--- src/rtl/bcd_conv_sched_pkg.sv ---
// rtl/bcd_conv_sched_pkg.sv - shared types, widths and BCD helper for the converter scheduler
package bcd_conv_sched_pkg;

  localparam int BIN_W        = 16;
  localparam int BCD_W        = 20;
  localparam int DEF_CONV_LAT = 6;

  typedef enum logic [1:0] {
    ST_IDLE,
    ST_GRANT,
    ST_SETTLE,
    ST_RESP
  } state_t;

  // Shift-and-add-3: five digits cover the full 16-bit range (max 65535)
  function automatic logic [BCD_W-1:0] bin_to_bcd(input logic [BIN_W-1:0] bin);
    logic [BCD_W+BIN_W-1:0] sh;
    sh = {{BCD_W{1'b0}}, bin};
    for (int i = 0; i < BIN_W; i++) begin
      for (int d = 0; d < BCD_W / 4; d++) begin
        if (sh[BIN_W+4*d +: 4] >= 4'd5) begin
          sh[BIN_W+4*d +: 4] = sh[BIN_W+4*d +: 4] + 4'd3;
        end
      end
      sh = sh << 1;
    end
    return sh[BIN_W +: BCD_W];
  endfunction

endpackage

--- src/rtl/bcd_conv_sched_if.sv ---
// rtl/bcd_conv_sched_if.sv - requester and response handshake bundle of the converter scheduler
interface bcd_conv_sched_if
  import bcd_conv_sched_pkg::*;
#(
  parameter int NREQ = 3,
  parameter int IDW  = 3
);

  logic [NREQ-1:0]       req_valid;
  logic [BIN_W*NREQ-1:0] req_data;
  logic [NREQ-1:0]       req_ready;
  logic                  rsp_valid;
  logic [IDW-1:0]        rsp_id;
  logic [BCD_W-1:0]      rsp_bcd;
  logic                  rsp_ready;

  modport master (
    output req_valid, req_data, rsp_ready,
    input  req_ready, rsp_valid, rsp_id, rsp_bcd
  );

  modport slave (
    input  req_valid, req_data, rsp_ready,
    output req_ready, rsp_valid, rsp_id, rsp_bcd
  );

endinterface

--- src/rtl/bcd_conv_sched_rr_arbiter.sv ---
// rtl/bcd_conv_sched_rr_arbiter.sv - combinational round-robin pick starting at a pointer
module rr_arbiter #(
  parameter int NREQ = 3,
  parameter int IDW  = 3
) (
  input  logic [NREQ-1:0] req,
  input  logic [IDW-1:0]  ptr,
  output logic [NREQ-1:0] gnt,
  output logic [IDW-1:0]  idx,
  output logic            any
);

  int p;
  int k;

  always_comb begin
    gnt = '0;
    idx = '0;
    any = 1'b0;
    p   = int'(ptr);
    k   = 0;
    // Pointer values past NREQ-1 cannot occur, but are folded to 0 defensively
    if (p >= NREQ) begin
      p = 0;
    end
    for (int off = 0; off < NREQ; off++) begin
      k = p + off;
      if (k >= NREQ) begin
        k = k - NREQ;
      end
      if (!any && req[k]) begin
        any    = 1'b1;
        gnt[k] = 1'b1;
        idx    = IDW'(k);
      end
    end
  end

endmodule

--- src/rtl/bcd_conv_sched.sv ---
// rtl/bcd_conv_sched.sv - round-robin scheduler sharing one external bin2bcd among NREQ requesters
module bcd_conv_sched
  import bcd_conv_sched_pkg::*;
#(
  parameter int NREQ     = 3,
  parameter int CONV_LAT = DEF_CONV_LAT,
  parameter int IDW      = 3
) (
  input  logic             sclk,
  input  logic             rst_n,
  bcd_conv_sched_if.slave  bus,
  output logic [BIN_W-1:0] conv_din,
  input  logic [BCD_W-1:0] conv_dout,
  output logic             busy
);

  localparam int CW = $clog2(CONV_LAT) + 1;
  localparam logic [CW-1:0]  CNT_LAST = CW'(CONV_LAT - 1);
  localparam logic [IDW-1:0] ID_LAST  = IDW'(NREQ - 1);

  state_t          state;
  logic [IDW-1:0]  rr_ptr;
  logic [IDW-1:0]  gidx;
  logic [CW-1:0]   cnt;

  logic [NREQ-1:0] arb_gnt;
  logic [IDW-1:0]  arb_idx;
  logic            arb_any;

  rr_arbiter #(
    .NREQ (NREQ),
    .IDW  (IDW)
  ) u_arb (
    .req (bus.req_valid),
    .ptr (rr_ptr),
    .gnt (arb_gnt),
    .idx (arb_idx),
    .any (arb_any)
  );

  always_ff @(posedge sclk or posedge rst_n) begin
    if (rst_n) begin
      state         <= ST_IDLE;
      rr_ptr        <= '0;
      gidx          <= '0;
      cnt           <= '0;
      conv_din      <= '0;
      busy          <= 1'b0;
      bus.req_ready <= '0;
      bus.rsp_valid <= 1'b0;
      bus.rsp_id    <= '0;
      bus.rsp_bcd   <= '0;
    end else begin
      bus.req_ready <= '0;
      case (state)
        ST_IDLE: begin
          if (arb_any) begin
            state         <= ST_GRANT;
            gidx          <= arb_idx;
            bus.req_ready <= arb_gnt;
            busy          <= 1'b1;
          end
        end
        ST_GRANT: begin
          // Data is sampled at the end of the accept cycle, so requesters need only hold it then
          conv_din <= bus.req_data[int'(gidx)*BIN_W +: BIN_W];
          rr_ptr   <= (gidx == ID_LAST) ? '0 : gidx + 1'b1;
          cnt      <= '0;
          state    <= ST_SETTLE;
        end
        ST_SETTLE: begin
          if (cnt == CNT_LAST) begin
            bus.rsp_bcd   <= conv_dout;
            bus.rsp_id    <= gidx;
            bus.rsp_valid <= 1'b1;
            state         <= ST_RESP;
          end else begin
            cnt <= cnt + 1'b1;
          end
        end
        ST_RESP: begin
          if (bus.rsp_ready) begin
            bus.rsp_valid <= 1'b0;
            busy          <= 1'b0;
            state         <= ST_IDLE;
          end
        end
        default: begin
          state <= ST_IDLE;
          busy  <= 1'b0;
        end
      endcase
    end
  end

endmodule

--- src/flat_wrapper.sv ---
// flat-port wrapper written by rule: the top's interface ports become plain ports
module bcd_conv_sched_flat import bcd_conv_sched_pkg::*;
#(
  parameter int NREQ     = 3,
  parameter int CONV_LAT = DEF_CONV_LAT,
  parameter int IDW      = 3
)
  (sclk, rst_n, conv_din, conv_dout, busy, bus_req_valid, bus_req_data, bus_rsp_ready, bus_req_ready, bus_rsp_valid, bus_rsp_id, bus_rsp_bcd);
  bcd_conv_sched_if #(.NREQ(NREQ), .IDW(IDW)) bus_i ();
  input  logic sclk;
  input  logic rst_n;
  output logic [BIN_W-1:0] conv_din;
  input  logic [BCD_W-1:0] conv_dout;
  output logic busy;
  input wire logic [$bits(bus_i.req_valid)-1:0] bus_req_valid;
  input wire logic [$bits(bus_i.req_data)-1:0] bus_req_data;
  input wire logic [$bits(bus_i.rsp_ready)-1:0] bus_rsp_ready;
  output wire logic [$bits(bus_i.req_ready)-1:0] bus_req_ready;
  output wire logic [$bits(bus_i.rsp_valid)-1:0] bus_rsp_valid;
  output wire logic [$bits(bus_i.rsp_id)-1:0] bus_rsp_id;
  output wire logic [$bits(bus_i.rsp_bcd)-1:0] bus_rsp_bcd;
  assign bus_i.req_valid = bus_req_valid;
  assign bus_i.req_data = bus_req_data;
  assign bus_i.rsp_ready = bus_rsp_ready;
  assign bus_req_ready = bus_i.req_ready;
  assign bus_rsp_valid = bus_i.rsp_valid;
  assign bus_rsp_id = bus_i.rsp_id;
  assign bus_rsp_bcd = bus_i.rsp_bcd;
  bcd_conv_sched #(.NREQ(NREQ), .CONV_LAT(CONV_LAT), .IDW(IDW)) u_core (.sclk(sclk), .rst_n(rst_n), .bus(bus_i), .conv_din(conv_din), .conv_dout(conv_dout), .busy(busy));
endmodule
--- config.mk ---
export PLATFORM = sky130hd
export DESIGN_NAME = bcd_conv_sched_flat
export DESIGN_NICKNAME = d
export VERILOG_FILES = /design/src/rtl/bcd_conv_sched_pkg.sv /design/src/rtl/bcd_conv_sched_if.sv /design/src/rtl/bcd_conv_sched_rr_arbiter.sv /design/src/rtl/bcd_conv_sched.sv /design/src/flat_wrapper.sv
export SDC_FILE = /design/constraint.sdc
export NUM_CORES = 1
export LEC_CHECK = 0
export CORE_ASPECT_RATIO = 0.5
export CORE_UTILIZATION = 49
export CTS_CLUSTER_DIAMETER = 100
export DETAILED_ROUTE_END_ITERATION = 16
export PLACE_DENSITY = 0.92
export SYNTH_ARGS = -nofsm -noshare
export SYNTH_HDL_FRONTEND = slang
export SYNTH_SLANG_ARGS = --single-unit
--- constraint.sdc ---
create_clock -name sclk -period 7.2 [get_ports sclk]
set_clock_uncertainty 0.05 [all_clocks]
set_input_delay 1.44 -clock sclk [delete_from_list [all_inputs] [get_ports sclk]]
set_output_delay 1.44 -clock sclk [all_outputs]
set_load 0.005 [all_outputs]
==> results_tabular.tex, run 1 <==
\begin{tabular}{lr}
\hline
Metric & Value \\
\hline
\multicolumn{2}{l}{\textbf{Setup path}} \\
Crit path capture type & flop \\
Arrival time at the worst endpoint & 3.64 ns \\
Type of origin of the critical path & flop \\
Startpoint of the most critical register-to-register path & u\_core.rr\_ptr[1]\$\_DFFE\_PP0P\_ \\
Peak fanout along the critical path & 10 \\
Critical setup path kind & flop to flop \\
Data required time of the worst path & 7.37 ns \\
Start point of the critical path & u\_core.rr\_ptr[1]\$\_DFFE\_PP0P\_ \\
\multicolumn{2}{l}{\textbf{Drt}} \\
Drt first pass iters & 4 \\
Number of nets with antenna violations after detailed routing & 0 \\
Number of remaining DRC errors & 0 \\
Routed vias/inst & 5.24 \\
Average wire length per cell after detail routing & 14.7 um \\
Sum of routed wire length over all layers & 7810 um \\
Vias after detailed routing & 2785 \\
Number of DRC markers after the initial detailed-route iteration & 110 \\
\multicolumn{2}{l}{\textbf{Place}} \\
Worst setup timing slack at the placement stage & 3.56 ns \\
Instance count after placement with tap cells included & 523 \\
DPL Wire Length & 5940 um \\
Global placement routability congestion & 0.861 \\
IO Port Bufs & 117 \\
\multicolumn{2}{l}{\textbf{Clock network}} \\
CTS Root Buffer Type & sky130\_fd\_sc\_hd\_\_clkbuf\_16 \\
Post-CTS Setup Inserts & 0 \\
Hold bufs inserted after CTS & 0 \\
TritonCTS Sinks & 56 \\
Clock buffers created by TritonCTS & 5 \\
Clock transition at the register clock pins on the worst setup and hold paths after CTS & 0.07 ns \\
Number of gates resized after CTS & 0 \\
Clock insertion delay at the later pin of the skew report & 0.29 ns \\
TritonCTS clock tree & done \\
Number of H-tree levels & 2 \\
Clock tree buffer depth & 2 \\
\multicolumn{2}{l}{\textbf{STA}} \\
Pins over their slew limit & 0 \\
Final-report setup violation count & 0 \\
Final clock period utilization by the worst path & 48.2\% \\
Max-slew headroom & 22.3\% \\
Highest clock rate & 288 MHz \\
Hold violation total from the final report & 0 \\
Min setup slack post-route & 3.73 ns \\
Setup TNS & 0 ns \\
Unrepaired setup endpoints after global routing & false \\
Worst Tran Pin Value & 1.16 ns \\
Final min period & 3.47 ns \\
\multicolumn{2}{l}{\textbf{Finish}} \\
Multi-input gate area & 0.00169 mm\^{}2 \\
Area growth from synthesis to layout & 42.4\% \\
Area taken by flip-flops and latches & 0.00140 mm\^{}2 \\
Number of standard cells in the final layout excluding fillers & 531 \\
Number of nets in the layout & 530 \\
Utilization after layout & 74.3\% \\
Antenna diodes & 0 \\
Number of fillers in the final layout & 450 \\
Proportion of layout cells with a drive suffix above 1 & 11.1\% \\
\multicolumn{2}{l}{\textbf{Logic synthesis}} \\
Mean instance size in the synthesized netlist & 9.92 um\^{}2 \\
Cell Area, Synth & 0.00326 mm\^{}2 \\
Synthesis warning total & 0 \\
Share of Yosys cell area claimed by the top area cell type & 42.9\% \\
Post-synthesis register bit count & 56 \\
Cell count after synthesis & 329 \\
Most frequent cells after synthesis & sky130\_fd\_sc\_hd\_\_dfrtp\_1 (56), sky130\_fd\_sc\_hd\_\_nor2\_1 (31), sky130\_fd\_sc\_hd\_\_a21oi\_1 (27), sky130\_fd\_sc\_hd\_\_inv\_1 (27), sky130\_fd\_sc\_hd\_\_mux2\_2 (24) \\
Primary FF master, synth & sky130\_fd\_sc\_hd\_\_dfrtp\_1 \\
Top-count cell post-synth & sky130\_fd\_sc\_hd\_\_dfrtp\_1 \\
Post-synth top area cell & sky130\_fd\_sc\_hd\_\_dfrtp\_1 \\
Ranking of synthesized cells by area & sky130\_fd\_sc\_hd\_\_dfrtp\_1 (43\%), sky130\_fd\_sc\_hd\_\_mux2\_2 (8.3\%), sky130\_fd\_sc\_hd\_\_mux2i\_1 (5.5\%) \\
Portion of the post-synthesis area used by sequential elements & 42.9\% \\
Share of flip-flops with an asynchronous set or reset after synthesis & 100\% \\
Post-synth EDFFs & 0 \\
Number of distinct library cells after synthesis & 55 \\
\multicolumn{2}{l}{\textbf{Power}} \\
Leakage & 1.99 nW \\
Peak supply drop & 0.000167 V \\
Power density relative to cell area & 391 mW/mm\^{}2 \\
\multicolumn{2}{l}{\textbf{Worst hold path}} \\
Min-delay worst type & flop to flop \\
Launch instance of the worst min-delay path & u\_core.bus.rsp\_id[2]\$\_DFFE\_PP0P\_ \\
\multicolumn{2}{l}{\textbf{Global routing}} \\
Global-route wire length before repair & 12600 um \\
GRT Residual Overflow & 0 \\
Initial antenna violation count & 0 \\
Vias in the first global route & 2738 \\
Global-route total usage across every layer & 22.6\% \\
Pin count of the biggest net entering global routing & 57 \\
\multicolumn{2}{l}{\textbf{Floorplan}} \\
Vertical extent of the die & 59.7 um \\
Die area & 0.00701 mm\^{}2 \\
Horizontal die dimension & 117 um \\
Standard-cell rows & 20 \\
Starting density of the core & 52.2\% \\
Core region area & 0.00626 mm\^{}2 \\
I/O pin count & 118 \\
\multicolumn{2}{l}{\textbf{Outcome}} \\
Outcome & complete, no violations \\
\multicolumn{2}{l}{\textbf{Run}} \\
Max\_cap viols & 0 \\
\hline
\end{tabular}
[area by class of cell]
cell class / count / area share [%]
clock buffers: 5 / 2.69
clock inverters: 3 / 0.592
inverters: 27 / 2.18
multi-input cells: 232 / 36.3
flip-flops and latches: 56 / 30.1
well taps: 88 / 2.37
repair buffers: 120 / 25.7
[critical path, stage by stage (launching register included)]
cell                      delay (ns)
sky130_fd_sc_hd__dfrtp_1        0.55
sky130_fd_sc_hd__or3b_2         0.58
sky130_fd_sc_hd__ha_1           0.31
sky130_fd_sc_hd__nor4b_1        0.46
sky130_fd_sc_hd__or3b_2         0.21
sky130_fd_sc_hd__a21oi_1        0.12
sky130_fd_sc_hd__nor4_4         0.40
sky130_fd_sc_hd__nand4_1        0.19
sky130_fd_sc_hd__or3b_1         0.37
sky130_fd_sc_hd__a31oi_1        0.16
[worst paths after layout]
kind	to	slack, ns	cells after the start
setup / recovery	u_core.bus.req_ready[0]$_DFF_PP0_	3.73	9
hold / removal	u_core.bus.rsp_id[2]$_DFFE_PP0P_	0.43	2
setup reg to reg	u_core.bus.req_ready[0]$_DFF_PP0_	3.73	9
hold reg to reg	u_core.bus.rsp_id[2]$_DFFE_PP0P_	0.43	2
max in group asynchronous	u_core.conv_din[15]$_DFFE_PP0P_	5.03	3
min in group asynchronous	u_core.bus.rsp_bcd[19]$_DFFE_PP0P_	1.60	3
[flip-flops by register name, indices dropped and copies added (netlist names)]
register / count
u_core.bus.rsp_valid: 1
u_core.bus.req_ready: 3
u_core.state: 2
u_core.conv_din: 16
u_core.bus.rsp_bcd: 20
u_core.rr_ptr: 3
u_core.cnt: 4
u_core.busy: 1
u_core.bus.rsp_id: 3
u_core.gidx: 3
[per-stage QoR]
stage	total power, mW	hold slack, ns	instance area, um^2
finish	1.82	0.432	4650
global route	1.94	0.473	4650
CTS	1.82	0.442	4650
detailed placement	1.57	0.426	4500
global placement	1.53	0.415	4500
floorplan	1.18	0.423	3270
[layer usage]
metal / track usage [%] / part of all wire [%] / vias up
met5: 0 / 0 / -
met4: 6.12 / 1.4 / 0
met3: 3.05 / 3.6 / 13
met2: 43.6 / 51 / 75
met1: 27.3 / 44 / 1328
li1: - / - / 1369
[report_power, final]
| group | internal [mW] | switching [mW] | total, mW |
|---|---|---|---|
| Clock | 0.132 | 0.116 | 0.248 |
| Combinational | 0.537 | 0.456 | 0.993 |
| Sequential | 0.460 | 0.115 | 0.575 |
[layout by cell type (no fill, tap or decap), drive strengths merged, types with 4 or more instances in the layout]
master | Yosys | routed
mux2i | 19 | 19
conb | 2 | 5
a22o | 6 | 6
clkdlybuf4s50 | 0 | 117
nand2 | 16 | 16
nor2 | 32 | 32
ha | 14 | 14
a31oi | 4 | 4
inv | 27 | 28
o21ai | 12 | 12
dfrtp | 56 | 56
nor3b | 4 | 4
a21oi | 27 | 27
clkbuf | 12 | 5
nand3 | 5 | 5
o22ai | 16 | 16
mux2 | 24 | 24
[kinds of logic (layout without fill, tap and decap cells)]
kind of cell,after synthesis,in the layout,share of synthesized area (%)
AOI/OAI and AO/OA,76,76,14.7
xor gates and xnor gates,6,6,1.61
adders and majority gates,14,14,5.37
buffers and inverters,44,155,5.64
DFF,56,56,42.9
muxes,43,43,14.5
other,2,5,0.230
and+or+nand+nor,88,88,15.0
Note: power is estimated with default switching activity, not from simulation.
==> run 2, diff against run 1 <==
--- a/config.mk
+++ b/config.mk
@@ -6,10 +6,10 @@
 export NUM_CORES = 1
 export LEC_CHECK = 0
 export CORE_ASPECT_RATIO = 0.5
-export CORE_UTILIZATION = 49
+export CORE_UTILIZATION = 45
 export CTS_CLUSTER_DIAMETER = 100
 export DETAILED_ROUTE_END_ITERATION = 16
-export PLACE_DENSITY = 0.92
+export PLACE_DENSITY = 0.86
 export SYNTH_ARGS = -nofsm -noshare
 export SYNTH_HDL_FRONTEND = slang
 export SYNTH_SLANG_ARGS = --single-unit
==> constraint.sdc (replaced) <==
create_clock -name sclk -period 3.5 [get_ports sclk]
set_clock_uncertainty 0.05 [all_clocks]
set_input_delay 0.7 -clock sclk [delete_from_list [all_inputs] [get_ports sclk]]
set_output_delay 0.7 -clock sclk [all_outputs]
set_load 0.005 [all_outputs]
==> results_tabular.tex, run 2 (synthesized netlist as in run 1, its figures left out) <==
\begin{tabular}{lr}
\hline
Metric & Value \\
\hline
\multicolumn{2}{l}{\textbf{Outcome}} \\
Outcome & complete, no violations (unchanged) \\
\multicolumn{2}{l}{\textbf{Drt}} \\
Vias after detailed routing & 2838 (was 2785) \\
Number of nets with antenna violations after detailed routing & 0 (unchanged) \\
Number of remaining DRC errors & 0 (unchanged) \\
Number of DRC markers after the initial detailed-route iteration & 123 (was 110) \\
Average wire length per cell after detail routing & 15.1 um (was 14.7 um) \\
Drt first pass iters & 4 (unchanged) \\
Sum of routed wire length over all layers & 8230 um (was 7810 um) \\
Routed vias/inst & 5.21 (was 5.24) \\
\multicolumn{2}{l}{\textbf{Floorplan}} \\
Standard-cell rows & 21 (was 20) \\
Die area & 0.00762 mm\^{}2 (was 0.00701 mm\^{}2) \\
I/O pin count & 118 (unchanged) \\
Vertical extent of the die & 62.2 um (was 59.7 um) \\
Horizontal die dimension & 122 um (was 117 um) \\
Core region area & 0.00683 mm\^{}2 (was 0.00626 mm\^{}2) \\
Starting density of the core & 47.8\% (was 52.2\%) \\
\multicolumn{2}{l}{\textbf{Finish}} \\
Proportion of layout cells with a drive suffix above 1 & 14.3\% (was 11.1\%) \\
Number of standard cells in the final layout excluding fillers & 545 (was 531) \\
Most common library cell in the layout ignoring fill and taps & sky130\_fd\_sc\_hd\_\_clkdlybuf4s50\_1 (unchanged) \\
Highest-count cells in the layout ignoring fill and taps & sky130\_fd\_sc\_hd\_\_clkdlybuf4s50\_1 (117), sky130\_fd\_sc\_hd\_\_dfrtp\_1 (56), sky130\_fd\_sc\_hd\_\_nor2\_1 (31) (unchanged) \\
Antenna diodes & 0 (unchanged) \\
Flip-flop count of the largest register after layout & 20 (unchanged) \\
Register bank with the most flops & u\_core.bus.rsp\_bcd (unchanged) \\
Area growth from synthesis to layout & 46.8\% (was 42.4\%) \\
Number of nets in the layout & 540 (was 530) \\
Largest registers & u\_core.bus.rsp\_bcd: 20 flops, u\_core.conv\_din: 16 flops, u\_core.cnt: 4 flops (unchanged) \\
\multicolumn{2}{l}{\textbf{Setup path}} \\
Crit path capture type & flop (unchanged) \\
Critical setup path kind & flop to flop (unchanged) \\
Arrival time at the worst endpoint & 3.43 ns (was 3.64 ns) \\
Cell chain of the critical path & or3b\_4 > ha\_1 > nor4b\_2 > or3b\_2 > a21oi\_1 > nor4\_4 > nand4\_1 > or3b\_1 > a31oi\_1 (was or3b\_2 > ha\_1 > nor4b\_1 > or3b\_2 > a21oi\_1 > nor4\_4 > nand4\_1 > or3b\_1 > a31oi\_1) \\
Peak fanout along the critical path & 9 (was 10) \\
Data required time of the worst path & 3.65 ns (was 7.37 ns) \\
Largest incremental delay on the critical path & 0.48 ns (was 0.58 ns) \\
Type of origin of the critical path & flop (unchanged) \\
Worst path buffer plus inverter count & 0 (unchanged) \\
Family of cells with the greatest summed delay on the critical path & simple AND/OR/NAND/NOR gates (unchanged) \\
Max stage delay cell, worst path & sky130\_fd\_sc\_hd\_\_dfrtp\_1 (was sky130\_fd\_sc\_hd\_\_or3b\_2) \\
\multicolumn{2}{l}{\textbf{Power}} \\
Peak supply drop & 0.000286 V (was 0.000167 V) \\
Power density relative to cell area & 822 mW/mm\^{}2 (was 391 mW/mm\^{}2) \\
Leakage & 2.07 nW (was 1.99 nW) \\
Overall Power & 3.94 mW (was 1.82 mW) \\
\multicolumn{2}{l}{\textbf{Global routing}} \\
Pin count of the biggest net entering global routing & 36 (was 57) \\
Global-route total usage across every layer & 21.8\% (was 22.6\%) \\
GRT Residual Overflow & 0 (unchanged) \\
Initial antenna violation count & 0 (unchanged) \\
Vias in the first global route & 2804 (was 2738) \\
Global-route wire length before repair & 13200 um (was 12600 um) \\
\multicolumn{2}{l}{\textbf{Clock network}} \\
CTS Root Buffer Type & sky130\_fd\_sc\_hd\_\_clkbuf\_16 (unchanged) \\
TritonCTS Sinks & 56 (unchanged) \\
Clock transition at the register clock pins on the worst setup and hold paths after CTS & 0.07 ns (about the same) \\
Clock tree buffer depth & 2 (unchanged) \\
Clock buffers created by TritonCTS & 5 (unchanged) \\
Clock insertion delay at the later pin of the skew report & 0.29 ns (about the same) \\
TritonCTS clock tree & done (unchanged) \\
Number of H-tree levels & 2 (unchanged) \\
\multicolumn{2}{l}{\textbf{Place}} \\
Instance count after placement with tap cells included & 534 (was 523) \\
Global placement routability congestion & 0.965 (was 0.861) \\
IO Port Bufs & 117 (unchanged) \\
DPL Wire Length & 6240 um (was 5940 um) \\
\multicolumn{2}{l}{\textbf{Run}} \\
Max\_cap viols & 0 (unchanged) \\
\multicolumn{2}{l}{\textbf{STA}} \\
Final min period & 3.27 ns (was 3.47 ns) \\
Unrepaired setup endpoints after global routing & false (unchanged) \\
Final-report setup violation count & 0 (unchanged) \\
Highest clock rate & 306 MHz (was 288 MHz) \\
Setup TNS & 0 ns (unchanged) \\
Pins over their slew limit & 0 (unchanged) \\
Hold violation total from the final report & 0 (unchanged) \\
Worst Tran Pin Value & 0.734 ns (was 1.16 ns) \\
Max-slew headroom & 51.0\% (was 22.3\%) \\
Final clock period utilization by the worst path & 93.5\% (was 48.2\%) \\
\multicolumn{2}{l}{\textbf{Worst hold path}} \\
Min-delay worst type & flop to flop (unchanged) \\
\hline
\end{tabular}
run 2: changes by cell type in the layout (fill, tap and decap cells not counted), moves of 2 or more:
cell	before	now
sky130_fd_sc_hd__buf_4	3	12
sky130_fd_sc_hd__ha_1	14	12
sky130_fd_sc_hd__ha_2	0	2
sky130_fd_sc_hd__nor4b_1	3	1
sky130_fd_sc_hd__nor4b_2	0	2
sky130_fd_sc_hd__xnor2_1	3	1
sky130_fd_sc_hd__xnor2_2	0	2
run 2: final timing paths:
path / endpoint / from / cells after the start / slack [ns]
max: u_core.bus.req_ready[0]$_DFF_PP0_ / u_core.rr_ptr[0]$_DFFE_PP0P_ / 9 / 0.23
min: u_core.bus.rsp_id[0]$_DFFE_PP0P_ / u_core.bus.rsp_id[0]$_DFFE_PP0P_ / 1 / 0.46
max reg2reg: u_core.bus.req_ready[0]$_DFF_PP0_ / u_core.rr_ptr[0]$_DFFE_PP0P_ / 9 / 0.23
min reg2reg: u_core.bus.rsp_id[0]$_DFFE_PP0P_ / u_core.bus.rsp_id[0]$_DFFE_PP0P_ / 1 / 0.46
max in group asynchronous: u_core.conv_din[7]$_DFFE_PP0P_ / rst_n / 3 / 1.91
min in group asynchronous: u_core.bus.rsp_bcd[0]$_DFFE_PP0P_ / rst_n / 2 / 0.81
run 2: cell type report:
class / instances / area (um^2)
multi-input combinational: 232 / 1720
fill: 502 / 2040
inverter: 27 / 101
tap: 92 / 115
clock inverter: 3 / 42.5
sequential: 56 / 1400
timing repair buffer: 130 / 1280
clock buffer: 5 / 125
run 2: power by group:
part           internal (mW)  total, mW  leakage, nW  switching (mW)
Clock                  0.337      0.563       0.0798           0.226
Combinational           1.22       2.24         1.30            1.02
Sequential             0.948       1.14        0.688           0.189
run 2: per-stage QoR:
stage	utilization [%]	hold slack (ns)	area (um^2)	setup WS, ns
after floorplan	-	0.423	3270	0.421
after global placement	66.6	0.414	4550	0.320
after detailed placement	66.6	0.442	4550	0.0904
after CTS	69.1	0.459	4720	0.0254
after global routing	70.1	0.473	4790	0.0340
final	70.1	0.455	4790	0.228
run 2: worst register-to-register path: stages, from the launching register on:
cell	delay (ns)
sky130_fd_sc_hd__dfrtp_1	0.48
sky130_fd_sc_hd__or3b_4	0.48
sky130_fd_sc_hd__ha_1	0.30
sky130_fd_sc_hd__nor4b_2	0.32
sky130_fd_sc_hd__or3b_2	0.19
sky130_fd_sc_hd__a21oi_1	0.13
sky130_fd_sc_hd__nor4_4	0.43
sky130_fd_sc_hd__nand4_1	0.20
sky130_fd_sc_hd__or3b_1	0.40
sky130_fd_sc_hd__a31oi_1	0.21
run 2: timing repair:
item / CTS / global route
setup buffers: 0 / 3
setup endpoints to repair: 0 / 3
hold endpoints to repair: 0 / 0
hold buffers: 0 / 0
gates resized for setup: 0 / 7
run 2: routing by layer:
metal  global-route usage, %  routed length (um)  part of all wire [%]  up-vias
met1                    27.5                3690                    45     1372
met4                    4.57                  74                  0.90        0
met2                    39.5                4120                    50       63
met5                       0                   0                     0        -
met3                    2.94                 342                   4.2        8
li1                        -                   -                     -     1395
==> run 3, diff against run 2 <==
--- a/config.mk
+++ b/config.mk
@@ -10,6 +10,7 @@
 export CTS_CLUSTER_DIAMETER = 100
 export DETAILED_ROUTE_END_ITERATION = 16
 export PLACE_DENSITY = 0.86
+export SKIP_CTS_REPAIR_TIMING = 1
 export SYNTH_ARGS = -nofsm -noshare
 export SYNTH_HDL_FRONTEND = slang
 export SYNTH_SLANG_ARGS = --single-unit
==> results of run 3 <==
Same layout as run 2: the final DEF is identical, and so are final timing and power.
